<file path="config.mk">
export PLATFORM = sky130hd
export DESIGN_NAME = i2c_table_config_flat
export DESIGN_NICKNAME = d
export VERILOG_FILES = /design/src/rtl/i2c_table_config_if.sv /design/src/rtl/i2c_table_config.sv /design/src/flat_wrapper.sv
export SDC_FILE = /design/constraint.sdc
export NUM_CORES = 1
export LEC_CHECK = 0
export BUFFER_PORTS_ARGS = -buffer_cell sky130_fd_sc_hd__buf_4
export CAP_MARGIN = 5
export CORE_MARGIN = 3
export CORE_UTILIZATION = 25
export CTS_BUF_LIST = sky130_fd_sc_hd__clkbuf_4 sky130_fd_sc_hd__clkbuf_8
export DETAILED_ROUTE_END_ITERATION = 12
export HOLD_SLACK_MARGIN = 0.05
export PLACE_DENSITY = 0.44
export SYNTH_ARGS = -nofsm -noshare
export SYNTH_HDL_FRONTEND = slang
export SYNTH_SLANG_ARGS = --single-unit
</file>
<file path="constraint.sdc">
create_clock -name clk -period 6.88 [get_ports clk]
set_clock_uncertainty 0.2 [all_clocks]
set_input_delay 0.688 -clock clk [delete_from_list [all_inputs] [get_ports clk]]
set_output_delay 0.688 -clock clk [all_outputs]
set_load 0.005 [all_outputs]
</file>
<file path="src/rtl/i2c_table_config_if.sv">
// Request/acknowledge bus between the table configurator and i2c_master_top.
// The configurator uses the master modport; the I2C engine (or a bench model) uses slave.
interface i2c_table_config_if;
    logic       i2c_write_req;
    logic       i2c_write_req_ack;
    logic       i2c_read_req;
    logic       i2c_read_req_ack;
    logic [7:0] i2c_slave_dev_addr;
    logic [7:0] i2c_slave_reg_addr;
    logic [7:0] i2c_write_data;
    logic [7:0] i2c_read_data;
    logic       i2c_error;

    modport master (
        output i2c_write_req, i2c_read_req,
        output i2c_slave_dev_addr, i2c_slave_reg_addr, i2c_write_data,
        input  i2c_write_req_ack, i2c_read_req_ack, i2c_read_data, i2c_error
    );

    modport slave (
        input  i2c_write_req, i2c_read_req,
        input  i2c_slave_dev_addr, i2c_slave_reg_addr, i2c_write_data,
        output i2c_write_req_ack, i2c_read_req_ack, i2c_read_data, i2c_error
    );
endinterface

</file>
<file path="src/rtl/i2c_table_config.sv">
// Table-driven I2C register configurator.
// Walks an external {dev_addr,reg_addr,data} table: dev FFh ends the run, dev FEh is a
// delay entry of {reg,data}*DELAY_UNIT cycles, anything else is a register write with
// per-entry retry. Errors are sticky per run and record the first failing index.
// Optional feature macro: I2C_CFG_READBACK_EN adds a read-back verify after every write.
module i2c_table_config #(
    parameter int unsigned TABLE_DEPTH = 256,
    parameter int unsigned INDEX_W     = 8,
    parameter int unsigned INIT_WAIT   = 25000,
    parameter int unsigned DELAY_UNIT  = 1000,
    parameter int unsigned MAX_RETRY   = 2,
    parameter int unsigned AUTO_START  = 1
) (
    input  logic               clk,
    input  logic               rst,
    input  logic               start,
    output logic               busy,
    output logic               done,
    output logic               error,
    output logic [INDEX_W-1:0] err_index,
    output logic               dev_rst_n,
    output logic [INDEX_W-1:0] tbl_index,
    input  logic [23:0]        tbl_data,
    i2c_table_config_if.master bus
);

    localparam logic [INDEX_W-1:0] LAST_INDEX = INDEX_W'(TABLE_DEPTH - 1);

    typedef enum logic [2:0] {
        S_IDLE,
        S_WAIT,
        S_FETCH,
        S_WRITE,
        S_DELAY,
        S_NEXT,
        S_DONE
`ifdef I2C_CFG_READBACK_EN
        ,S_VERIFY
`endif
    } state_t;

    state_t      state;
    state_t      state_nx;
    logic [31:0] cnt;
    logic [31:0] dly_len;
    logic [31:0] dly_prod;
    logic [7:0]  attempt;

    logic        run_go;
    logic        write_ack;
    logic        attempt_bad;
    logic        can_retry;
    logic        give_up;
    logic        retry;
    logic [7:0]  fetch_dev;

`ifdef I2C_CFG_READBACK_EN
    logic        read_ack;
    logic        read_bad;

    assign read_ack    = (state == S_VERIFY) && bus.i2c_read_req && bus.i2c_read_req_ack;
    assign read_bad    = bus.i2c_error || (bus.i2c_read_data != bus.i2c_write_data);
    assign attempt_bad = (write_ack && bus.i2c_error) || (read_ack && read_bad);
`else
    logic        unused_readback;

    assign bus.i2c_read_req = 1'b0;
    assign unused_readback  = ^{bus.i2c_read_data, bus.i2c_read_req_ack};
    assign attempt_bad      = write_ack && bus.i2c_error;
`endif

    // dev_rst_n is still low on the first edge after reset, which marks the auto-start point
    assign run_go    = ((state == S_IDLE) && (((AUTO_START != 0) && !dev_rst_n) || start))
                     || ((state == S_DONE) && start);
    assign write_ack = (state == S_WRITE) && bus.i2c_write_req && bus.i2c_write_req_ack;
    assign can_retry = 32'(attempt) < MAX_RETRY;
    assign give_up   = attempt_bad && !can_retry;
    assign retry     = attempt_bad && can_retry;
    assign fetch_dev = tbl_data[23:16];
    assign dly_prod  = 32'(tbl_data[15:0]) * DELAY_UNIT;

    // State register
    always_ff @(posedge clk) begin
        if (rst) state <= S_IDLE;
        else     state <= state_nx;
    end

    // Next-state decode
    always_comb begin
        state_nx = state;
        case (state)
            S_IDLE:  if (run_go) state_nx = S_WAIT;
            S_WAIT:  if (cnt + 32'd1 >= INIT_WAIT) state_nx = S_FETCH;
            S_FETCH: begin
                if (fetch_dev == 8'hFF)      state_nx = S_DONE;
                else if (fetch_dev == 8'hFE) state_nx = S_DELAY;
                else                         state_nx = S_WRITE;
            end
            S_WRITE: begin
                if (write_ack) begin
`ifdef I2C_CFG_READBACK_EN
                    if (!bus.i2c_error) state_nx = S_VERIFY;
`else
                    if (!bus.i2c_error) state_nx = S_NEXT;
`endif
                    else if (give_up)   state_nx = S_NEXT;
                end
            end
`ifdef I2C_CFG_READBACK_EN
            S_VERIFY: begin
                if (read_ack) begin
                    if (!read_bad)      state_nx = S_NEXT;
                    else if (can_retry) state_nx = S_WRITE;
                    else                state_nx = S_NEXT;
                end
            end
`endif
            S_DELAY: if (cnt + 32'd1 >= dly_len) state_nx = S_NEXT;
            S_NEXT:  state_nx = (tbl_index == LAST_INDEX) ? S_DONE : S_FETCH;
            S_DONE:  if (run_go) state_nx = S_WAIT;
            default: state_nx = S_IDLE;
        endcase
    end

    // Datapath: counters, table pointer, status flags and bus request registers
    always_ff @(posedge clk) begin
        if (rst) begin
            cnt                    <= '0;
            dly_len                <= '0;
            attempt                <= '0;
            busy                   <= 1'b0;
            done                   <= 1'b0;
            error                  <= 1'b0;
            err_index              <= '0;
            dev_rst_n              <= 1'b0;
            tbl_index              <= '0;
            bus.i2c_write_req      <= 1'b0;
            bus.i2c_slave_dev_addr <= '0;
            bus.i2c_slave_reg_addr <= '0;
            bus.i2c_write_data     <= '0;
`ifdef I2C_CFG_READBACK_EN
            bus.i2c_read_req       <= 1'b0;
`endif
        end else begin
            dev_rst_n <= 1'b1;
            cnt       <= (state_nx != state) ? '0 : cnt + 32'd1;

            if (retry) attempt <= attempt + 8'd1;
            if (give_up) begin
                error <= 1'b1;
                if (!error) err_index <= tbl_index;
            end

            case (state)
                S_IDLE, S_DONE: begin
                    if (run_go) begin
                        busy      <= 1'b1;
                        done      <= 1'b0;
                        error     <= 1'b0;
                        err_index <= '0;
                        tbl_index <= '0;
                    end
                end
                S_FETCH: begin
                    bus.i2c_slave_dev_addr <= tbl_data[23:16];
                    bus.i2c_slave_reg_addr <= tbl_data[15:8];
                    bus.i2c_write_data     <= tbl_data[7:0];
                    dly_len                <= (dly_prod == 32'd0) ? 32'd1 : dly_prod;
                    attempt                <= '0;
                    if (fetch_dev == 8'hFF) begin
                        busy <= 1'b0;
                        done <= 1'b1;
                    end else if (fetch_dev != 8'hFE) begin
                        bus.i2c_write_req <= 1'b1;
                    end
                end
                S_WRITE: begin
                    // A retry leaves req low for one cycle, then this re-raises it
                    if (write_ack) begin
                        bus.i2c_write_req <= 1'b0;
`ifdef I2C_CFG_READBACK_EN
                        if (!bus.i2c_error) bus.i2c_read_req <= 1'b1;
`endif
                    end else if (!bus.i2c_write_req) begin
                        bus.i2c_write_req <= 1'b1;
                    end
                end
`ifdef I2C_CFG_READBACK_EN
                S_VERIFY: begin
                    if (read_ack) bus.i2c_read_req <= 1'b0;
                end
`endif
                S_NEXT: begin
                    if (tbl_index == LAST_INDEX) begin
                        busy <= 1'b0;
                        done <= 1'b1;
                    end else begin
                        tbl_index <= tbl_index + INDEX_W'(1);
                    end
                end
                default: ;
            endcase
        end
    end

endmodule
</file>
<file path="src/flat_wrapper.sv">
// flat-port wrapper written by rule: the top's interface ports become plain ports
module i2c_table_config_flat 
#(
    parameter int unsigned TABLE_DEPTH = 256,
    parameter int unsigned INDEX_W     = 8,
    parameter int unsigned INIT_WAIT   = 25000,
    parameter int unsigned DELAY_UNIT  = 1000,
    parameter int unsigned MAX_RETRY   = 2,
    parameter int unsigned AUTO_START  = 1
)
  (clk, rst, start, busy, done, error, err_index, dev_rst_n, tbl_index, tbl_data, bus_i2c_write_req, bus_i2c_read_req, bus_i2c_slave_dev_addr, bus_i2c_slave_reg_addr, bus_i2c_write_data, bus_i2c_write_req_ack, bus_i2c_read_req_ack, bus_i2c_read_data, bus_i2c_error);
  i2c_table_config_if bus_i ();
  input  logic clk;
  input  logic rst;
  input  logic start;
  output logic busy;
  output logic done;
  output logic error;
  output logic [INDEX_W-1:0] err_index;
  output logic dev_rst_n;
  output logic [INDEX_W-1:0] tbl_index;
  input  logic [23:0] tbl_data;
  output wire logic [$bits(bus_i.i2c_write_req)-1:0] bus_i2c_write_req;
  output wire logic [$bits(bus_i.i2c_read_req)-1:0] bus_i2c_read_req;
  output wire logic [$bits(bus_i.i2c_slave_dev_addr)-1:0] bus_i2c_slave_dev_addr;
  output wire logic [$bits(bus_i.i2c_slave_reg_addr)-1:0] bus_i2c_slave_reg_addr;
  output wire logic [$bits(bus_i.i2c_write_data)-1:0] bus_i2c_write_data;
  input wire logic [$bits(bus_i.i2c_write_req_ack)-1:0] bus_i2c_write_req_ack;
  input wire logic [$bits(bus_i.i2c_read_req_ack)-1:0] bus_i2c_read_req_ack;
  input wire logic [$bits(bus_i.i2c_read_data)-1:0] bus_i2c_read_data;
  input wire logic [$bits(bus_i.i2c_error)-1:0] bus_i2c_error;
  assign bus_i2c_write_req = bus_i.i2c_write_req;
  assign bus_i2c_read_req = bus_i.i2c_read_req;
  assign bus_i2c_slave_dev_addr = bus_i.i2c_slave_dev_addr;
  assign bus_i2c_slave_reg_addr = bus_i.i2c_slave_reg_addr;
  assign bus_i2c_write_data = bus_i.i2c_write_data;
  assign bus_i.i2c_write_req_ack = bus_i2c_write_req_ack;
  assign bus_i.i2c_read_req_ack = bus_i2c_read_req_ack;
  assign bus_i.i2c_read_data = bus_i2c_read_data;
  assign bus_i.i2c_error = bus_i2c_error;
  i2c_table_config #(.TABLE_DEPTH(TABLE_DEPTH), .INDEX_W(INDEX_W), .INIT_WAIT(INIT_WAIT), .DELAY_UNIT(DELAY_UNIT), .MAX_RETRY(MAX_RETRY), .AUTO_START(AUTO_START)) u_core (.clk(clk), .rst(rst), .start(start), .busy(busy), .done(done), .error(error), .err_index(err_index), .dev_rst_n(dev_rst_n), .tbl_index(tbl_index), .tbl_data(tbl_data), .bus(bus_i));
endmodule
</file>
==> results of run 1 <==
==> flip-flops by register name, summed over array words and instances (netlist names) <==
name                           flops
u_core.state                       3
u_core.err_index                   8
u_core.busy                        1
u_core.done                        1
u_core.dly_len                    24
u_core.bus.i2c_slave_reg_addr      8
u_core.dev_rst_n                   1
u_core.bus.i2c_write_req           1
u_core.error                       1
u_core.attempt                     8
u_core.tbl_index                   8
u_core.bus.i2c_write_data          8
u_core.bus.i2c_slave_dev_addr      8
u_core.cnt                        32
==> cell families (layout without fill, tap and decap cells) <==
family          count (synthesis)  count (layout)
xor+xnor                       52              52
compound gates                168             168
other cells                     1               2
mux                            14              14
simple gates                  348             348
buf+inv                       148             203
flops                         112             112
fa+ha+maj                     135             135
==> power groups by stage <==
stage	clock (mW)	combinational (mW)	sequential (mW)
after detailed placement	0	1.46	0.673
after global placement	0	1.47	0.674
after floorplan	0	1.12	0.670
after CTS	0.457	1.48	0.659
after global routing	0.481	1.67	0.660
final	0.435	1.46	0.659
==> placed cells by master (no fill, tap or decap), types with 3 or more instances in the layout <==
cell type  count
o221ai_1       3
o2111ai_1      3
nand2_1      113
nor3_1        23
o21ai_0       17
nor2_1        53
fa_1          54
inv_1        108
clkbuf_8       9
o21bai_1       4
o211ai_1       5
o41ai_1        3
a31oi_1        9
and3_1        18
dfxtp_1      112
nor2b_1        6
nor4_1         8
xor2_1        17
o21a_1         5
or2_2          4
a211oi_1       9
nor3_2         7
and4_1         7
xnor2_1       34
mux2i_1       13
or4_1          3
ha_1          81
a21oi_1       70
nand3_1       29
or3_1          6
nor3b_2       23
nand2b_1       7
buf_4         78
a21o_1        11
nand4_1       20
==> how the worst min path moves through the flow <==
stage / start / to / slack (ps) / cells after the start
after floorplan: u_core.dly_len[12] / u_core.dly_len[12] / 230 / 2
after global placement: u_core.bus.i2c_slave_dev_addr[3] / u_core.bus.i2c_slave_dev_addr[3] / 240 / 2
after detailed placement: u_core.done / u_core.done / 250 / 2
after CTS: u_core.done / u_core.done / 260 / 2
after global routing: u_core.bus.i2c_slave_dev_addr[5] / u_core.bus.i2c_slave_dev_addr[5] / 290 / 2
final: u_core.done / u_core.done / 260 / 2
==> cell type report <==
class / instances / area [um2] / area share [%]
Clock buffer: 9 / 124 / 1.26
Tap cell: 448 / 561 / 5.72
Sequential cell: 112 / 2240 / 22.9
Antenna cell: 1 / 2.50 / 0.0255
Clock inverter: 7 / 91.3 / 0.933
Inverter: 109 / 409 / 4.18
Multi-Input combinational cell: 718 / 5780 / 59.0
Timing Repair Buffer: 78 / 586 / 5.98
==> per-stage QoR <==
step | util [%] | cell area, um2 | hold WS, ps | power (mW) | cells
3_3_place_gp | 28.4 | 9580 | 242 | 2.15 | 1465
2_1_floorplan | - | 8610 | 232 | 1.79 | 978
3_5_place_dp | 28.4 | 9580 | 245 | 2.14 | 1465
6_report | 29.1 | 9790 | 258 | 2.55 | 1482
4_1_cts | 29.1 | 9790 | 263 | 2.59 | 1481
5_1_grt | 29.1 | 9790 | 285 | 2.81 | 1481
==> per-layer routing <==
layer | part of all wire (%) | vias to the layer above | global-route usage [%]
met5 | 0 | - | 0
met4 | 1.4 | 0 | 3.36
met3 | 2.3 | 12 | 1.30
met2 | 44 | 61 | 19.3
met1 | 52 | 3232 | 16.6
li1 | - | 3469 | -
==> worst reg2reg max path, stage by stage (launching register included) <==
cell	delay, ps
dfxtp_1	470
ha_1	320
nand3_1	300
nor3_1	580
nand4_1	190
xnor2_1	360
ha_1	330
nand3_1	120
nor4_1	90
a221oi_1	270
o41ai_1	130
a41o_1	240
o21ai_0	340
nand3_2	480
buf_4	420
nor3b_1	210
==> impl_metrics.csv, run 1 <==
group,metric,value,unit
outcome,run_status,"completed",
die,rows,67,
critical_path,crit_path_frequent_cell,"fa_1",
drt,ant_nets,0,
critical_path,setup.worst_path.class,"primary input to flop",
sta,final_critical_path_setup_slack,1260,ps
yosys,synthMostInstantiatedCell,"nand2_1",
critical_path,worstSetupPathDepth,16,
drt,wl_per_cell,14.1,um
grt,first_global_vias,6838,
critical_path,regToRegStartpoint,"u_core.cnt[0]",
yosys,synth_top_family_by_area,"adder cells",
yosys,synthesis.area_per_instance,8.80,um2
power_and_ir_drop,seq_power_share,25.8,%
critical_path,critical_path.endpoint,"u_core.dly_len[3]",
yosys,async_flop_share,0,%
clocking,clk-insertion-delay-late,390,ps
power_and_ir_drop,power.clock.fraction,17.1,%
sta,final_period_minus_worst_setup_slack,5620,ps
critical_path,path_depth_of_the_worst_reg2reg_path,15,
yosys,yosys.cell_types.count,81,
grt,antenna_violations_before_repair,0,
min_path,min_path_type,"flop to flop",
drt,sum_of_routed_wire_length_over_all_layers,21.0,mm
power_and_ir_drop,ir_drop,0.000145,V
yosys,synth_compound_area_share,13.0,%
power_and_ir_drop,sw_frac_of_total,44.8,%
cells_and_area,layout-drive-gt1-share,14.0,%
drt,via_per_inst,4.57,
grt,globalRoute.totalOverflow,0,
sta,final_setup_fails,0,
die,effective_utilization_at_floorplan,25.5,%
die,die_y,192,um
critical_path,capturing_element_type_of_the_critical_path,"flop",
drt,drc_violations,0,
yosys,post-synth-top-area-cell,"dfxtp_1",
yosys,synth-warning-count,0,
cells_and_area,fillerInstances,3664,
critical_path,critical_path.reg2reg.endpoint,"u_core.cnt[1]",
clocking,htree_levels,3,
placement,detailedPlace.worstSlack,834,ps
critical_path,worst_path_max_delay_cell,"fa_1",
drt,drt_first_iter_violations,284,
yosys,number_of_enable_type_register_cells_in_the_synthesized_netlist,0,
die,pin_count,84,
sta,tightestPinTransition,1020,ps
placement,numPortBuffers,73,
yosys,synth.cells.most_frequent,"nand2_1, dfxtp_1, inv_1, ha_1, a21oi_1",
yosys,mappedNetlistArea,8610,um2
yosys,synth_fp_nets,1151,
die,area_enclosed_by_the_die_boundary,36700,um2
clocking,clock_sinks,112,
placement,detailedPlacementHpwl,16.4,mm
yosys,synthesis.instances,978,
yosys,multiplexer_share_of_the_synthesized_area,1.64,%
power_and_ir_drop,combinationalPowerShare,57.2,%
clocking,clk_root_buffer_cell,"clkbuf_8",
yosys,yosys.area.top_type_share,26.1,%
clocking,clock_path_buffers,2,
critical_path,cpLargestDelayFamily,"adder cells",
sta,timing.slew.headroom,32.0,%
die,die_w,192,um
drt,detailed_routing_iteration_count_for_the_pre_antenna_repair_pass,4,
critical_path,worstPathArrival,5670,ps
yosys,yosys.area_share.simple,22.7,%
grt,global_route_wire_length_before_repair,35.4,mm
job,max-cap-violations,0,
sta,maximum_clock_frequency,178,MHz
power_and_ir_drop,powerDensity,261,nW/um2
sta,hold_fails_final_rpt,0,
clocking,clock_tree_from_tritoncts,"built",
clocking,cts-resized-gates,0,
grt,grt_max_degree,58,
critical_path,timing.reg2reg.setup_slack,1760,ps
cells_and_area,area.growth.synth_to_final,13.8,%
clocking,clock_slew_seen_by_the_registers_of_the_worst_setup_and_hold_paths,110,ps
sta,slew_viols_final,0,
yosys,dominantRegCellSynth,"dfxtp_1",
sta,setup_repair_after_global_routing_missed_its_margin,"no",
clocking,post_cts_hold_buffers,0,
yosys,synth_seq_area_share,26.1,%
critical_path,critical_path.startpoint_type,"primary input",
yosys,yosys.area_share.xor_xnor,5.38,%
yosys,synth_area_leaders,"dfxtp_1, fa_1, ha_1",
yosys,ys_seq_elements,112,
power_and_ir_drop,cellLeakagePower,4.03,nW
grt,total_track_usage,11.8,%
critical_path,cp_num_buf_inv,3,
sta,min_period_over_period,81.7,%
critical_path,cp.required,6930,ps
placement,place.gp.congestion,0.758,
critical_path,critical_path_peak_fanout,8,
sta,final.setup.tns,0,ps
die,fp.coreArea,33700,um2
critical_path,critical_path.max_stage_delay,520,ps
yosys,synth-adder-area-share,24.3,%
clocking,post-cts-setup-buffers,0,
critical_path,crit_path_start,"tbl_data[10]",
drt,via_count,6774,
power_and_ir_drop,net_switching_power_of_the_design,1.14,mW
cells_and_area,design.final.nets,1201,
critical_path,crit_path_cells,"buf_4 -> inv_1 -> fa_1 -> fa_1 -> inv_1 -> fa_1 -> fa_1 -> ha_1 -> a21oi_1 -> o211ai_1 -> o221ai_1 -> a21oi_1 -> or3b_1 -> a211oi_1 -> and4_1 -> o221ai_1",
clocking,cts_buffers,9,
power_and_ir_drop,cell_internal_pwr,1.41,mW
(Power assumes the default switching activity.)
==> inputs of run 2 (changes only) <==
==> constraint.sdc (replaced) <==
create_clock -name clk -period 5.6 [get_ports clk]
set_clock_uncertainty 0.2 [all_clocks]
set_input_delay 0.56 -clock clk [delete_from_list [all_inputs] [get_ports clk]]
set_output_delay 0.56 -clock clk [all_outputs]
set_load 0.005 [all_outputs]
==> run 2 against run 1 <==
Compared with the run above:
- flip-flop and latch count unchanged
- utilization rose by 1.2 points
- first-iteration DRC count is 3.2% higher
- die area is the same
- global-route usage is 0.40 points higher
- via count up 3.4%
- worst hold slack lost 44 ps
- clock power up 12%
- sequential share of layout area down 0.87 points
- setup slack lost 900 ps
- largest power group unchanged
==> impl_metrics.csv, run 2 (same netlist as run 1, synthesis figures left out) <==
group,metric,value,unit
placement,numPortBuffers,73,
grt,use_met1,17.3,%
cells_and_area,fillerInstances,3646,
drt,wl_per_cell,13.9,um
power_and_ir_drop,total_power,3.48,mW
clocking,clock_tree_from_tritoncts,"built",
power_and_ir_drop,powerDensity,342,nW/um2
sta,setup_repair_after_global_routing_missed_its_margin,"no",
critical_path,crit_path_frequent_cell,"fa_1",
sta,min_period_over_period,93.5,%
grt,grt.met3_usage,1.60,%
grt,global_route_wire_length_before_repair,36.7,mm
power_and_ir_drop,seq_power_share,23.2,%
critical_path,worst_path_max_delay_cell,"fa_1",
cells_and_area,finalInstanceArea,10200,um2
placement,postPlaceCellArea,9990,um2
cells_and_area,mostFrequentLayoutCell,"buf_4",
clocking,cts_buffers,9,
die,fp.coreArea,33700,um2
min_path,min_path_type,"primary input to flop",
die,die_y,192,um
sta,hold_fails_final_rpt,0,
power_and_ir_drop,power.clock.fraction,14.0,%
cells_and_area,layout-drive-gt1-share,18.4,%
placement,detailedPlacementHpwl,16.8,mm
critical_path,cp.required,5650,ps
die,rows,67,
grt,gr-max-usage-layer,"met2",
power_and_ir_drop,sw_frac_of_total,42.7,%
cells_and_area,final_cell_count_no_fill,1537,
drt,via_per_inst,4.56,
clocking,clk-insertion-delay-late,400,ps
die,effective_utilization_at_floorplan,25.5,%
clocking,post_cts_hold_buffers,0,
critical_path,timing.reg2reg.setup_slack,1020,ps
die,pin_count,84,
clocking,clock_sinks,112,
power_and_ir_drop,cell_internal_pwr,2.00,mW
critical_path,critical_path_peak_fanout,4,
power_and_ir_drop,ir_drop,0.000169,V
sta,final_period_minus_worst_setup_slack,5240,ps
placement,place.gp.congestion,0.775,
grt,antenna_violations_before_repair,0,
critical_path,critical_path.startpoint_type,"primary input",
grt,total_track_usage,12.2,%
drt,drt_first_iter_violations,293,
sta,final.setup.tns,0,ps
clocking,clock_path_buffers,2,
critical_path,critical_path.max_stage_delay,520,ps
sta,slew_viols_final,0,
power_and_ir_drop,combinationalPowerShare,62.8,%
clocking,post-cts-setup-buffers,0,
grt,grt_max_degree,58,
power_and_ir_drop,net_switching_power_of_the_design,1.49,mW
sta,tightestPinTransition,1040,ps
drt,via_count,7003,
placement,placed_cells,1520,
drt,detailed_routing_iteration_count_for_the_pre_antenna_repair_pass,5,
power_and_ir_drop,cellLeakagePower,4.28,nW
die,area_enclosed_by_the_die_boundary,36700,um2
clocking,clock_slew_seen_by_the_registers_of_the_worst_setup_and_hold_paths,120,ps
cells_and_area,reg.largest.list,"u_core.cnt (32), u_core.dly_len (24)",
cells_and_area,design.final.nets,1256,
drt,drc_violations,0,
cells_and_area,largest_register_ffs,32,
cells_and_area,area.growth.synth_to_final,18.3,%
clocking,cts-resized-gates,0,
grt,groute.layer.met2.usage,19.7,%
clocking,htree_levels,3,
outcome,run_status,"completed",
critical_path,capturing_element_type_of_the_critical_path,"flop",
sta,timing.slew.headroom,30.2,%
job,max-cap-violations,0,
sta,final_setup_fails,0,
grt,globalRoute.totalOverflow,0,
drt,sum_of_routed_wire_length_over_all_layers,21.3,mm
critical_path,setup.worst_path.class,"primary input to flop",
cells_and_area,layout.cells.most_common_list,"buf_4, nand2_1, dfxtp_1",
die,die_w,192,um
critical_path,crit_path_cells,"buf_4 -> inv_1 -> fa_1 -> fa_1 -> fa_1 -> inv_1 -> fa_1 -> ha_1 -> a21oi_1 -> o21ai_0 -> or2_2 -> o21a_1 -> or3_1 -> a222oi_1 -> and4_1 -> o221ai_1",
sta,maximum_clock_frequency,191,MHz
cells_and_area,post-route-util,30.2,%
drt,ant_nets,0,
grt,first_global_vias,7232,
critical_path,worstPathArrival,5280,ps
clocking,clk_root_buffer_cell,"clkbuf_8",
cells_and_area,regMostFlops,"u_core.cnt",
==> run 2: changes by cell type in the layout (fill, tap and decap cells not counted), sizes merged <==
| cell | delta |
|---|---|
| inv | -1 |
| clkinvlp | +1 |
| buf | +55 |
| clkinv | +1 |
| bufinv | -1 |
==> run 2: stage by stage <==
stage,hold slack (ps),setup slack [ps]
global placement,242,-74.7
finish,214,364
global route,191,21.4
detailed placement,247,-62.8
CTS,190,345
floorplan,232,374
==> run 2: worst paths after layout <==
path,endpoint,from,depth (start not counted)
max,u_core.dly_len[3],tbl_data[5],16
min,u_core.bus.i2c_slave_dev_addr[7],tbl_data[23],3
max reg2reg,u_core.cnt[14],u_core.cnt[0],15
min reg2reg,u_core.bus.i2c_slave_dev_addr[1],u_core.bus.i2c_slave_dev_addr[1],2
==> run 2: final cells by class <==
type / instances / area [um2] / area share (%)
antenna: 1 / 2.50 / 0.0246
clock buffer: 9 / 124 / 1.22
clock inverter: 7 / 66.3 / 0.651
inverter: 109 / 409 / 4.02
multi-input combinational: 718 / 5780 / 56.8
sequential: 112 / 2240 / 22.0
tap: 448 / 561 / 5.51
timing repair buffer: 133 / 998 / 9.81
==> run 2: critical path, delay by kind of cell <==
kind                       cells  cell delay (ps)
buffers and inverters          3              350
adders and majority gates      5             2270
and+or+nand+nor                3             1030
AOI/OAI and AO/OA              5             1080
==> run 2: power by group through the flow <==
stage / Clock [mW] / Sequential (mW) / Combinational (mW)
final: 0.487 / 0.809 / 2.19
after global routing: 0.547 / 0.812 / 2.50
after CTS: 0.516 / 0.810 / 2.21
after detailed placement: 0 / 0.828 / 2.19
after global placement: 0 / 0.827 / 2.20
after floorplan: 0 / 0.823 / 1.37
==> run 2: metal layers <==
layer / routed length, um / share of wire (%) / up-vias
met5: 0 / 0 / -
li1: - / - / 3574
met3: 573 / 2.7 / 18
met2: 9400 / 44 / 79
met4: 232 / 1.1 / 0
met1: 11100 / 52 / 3332
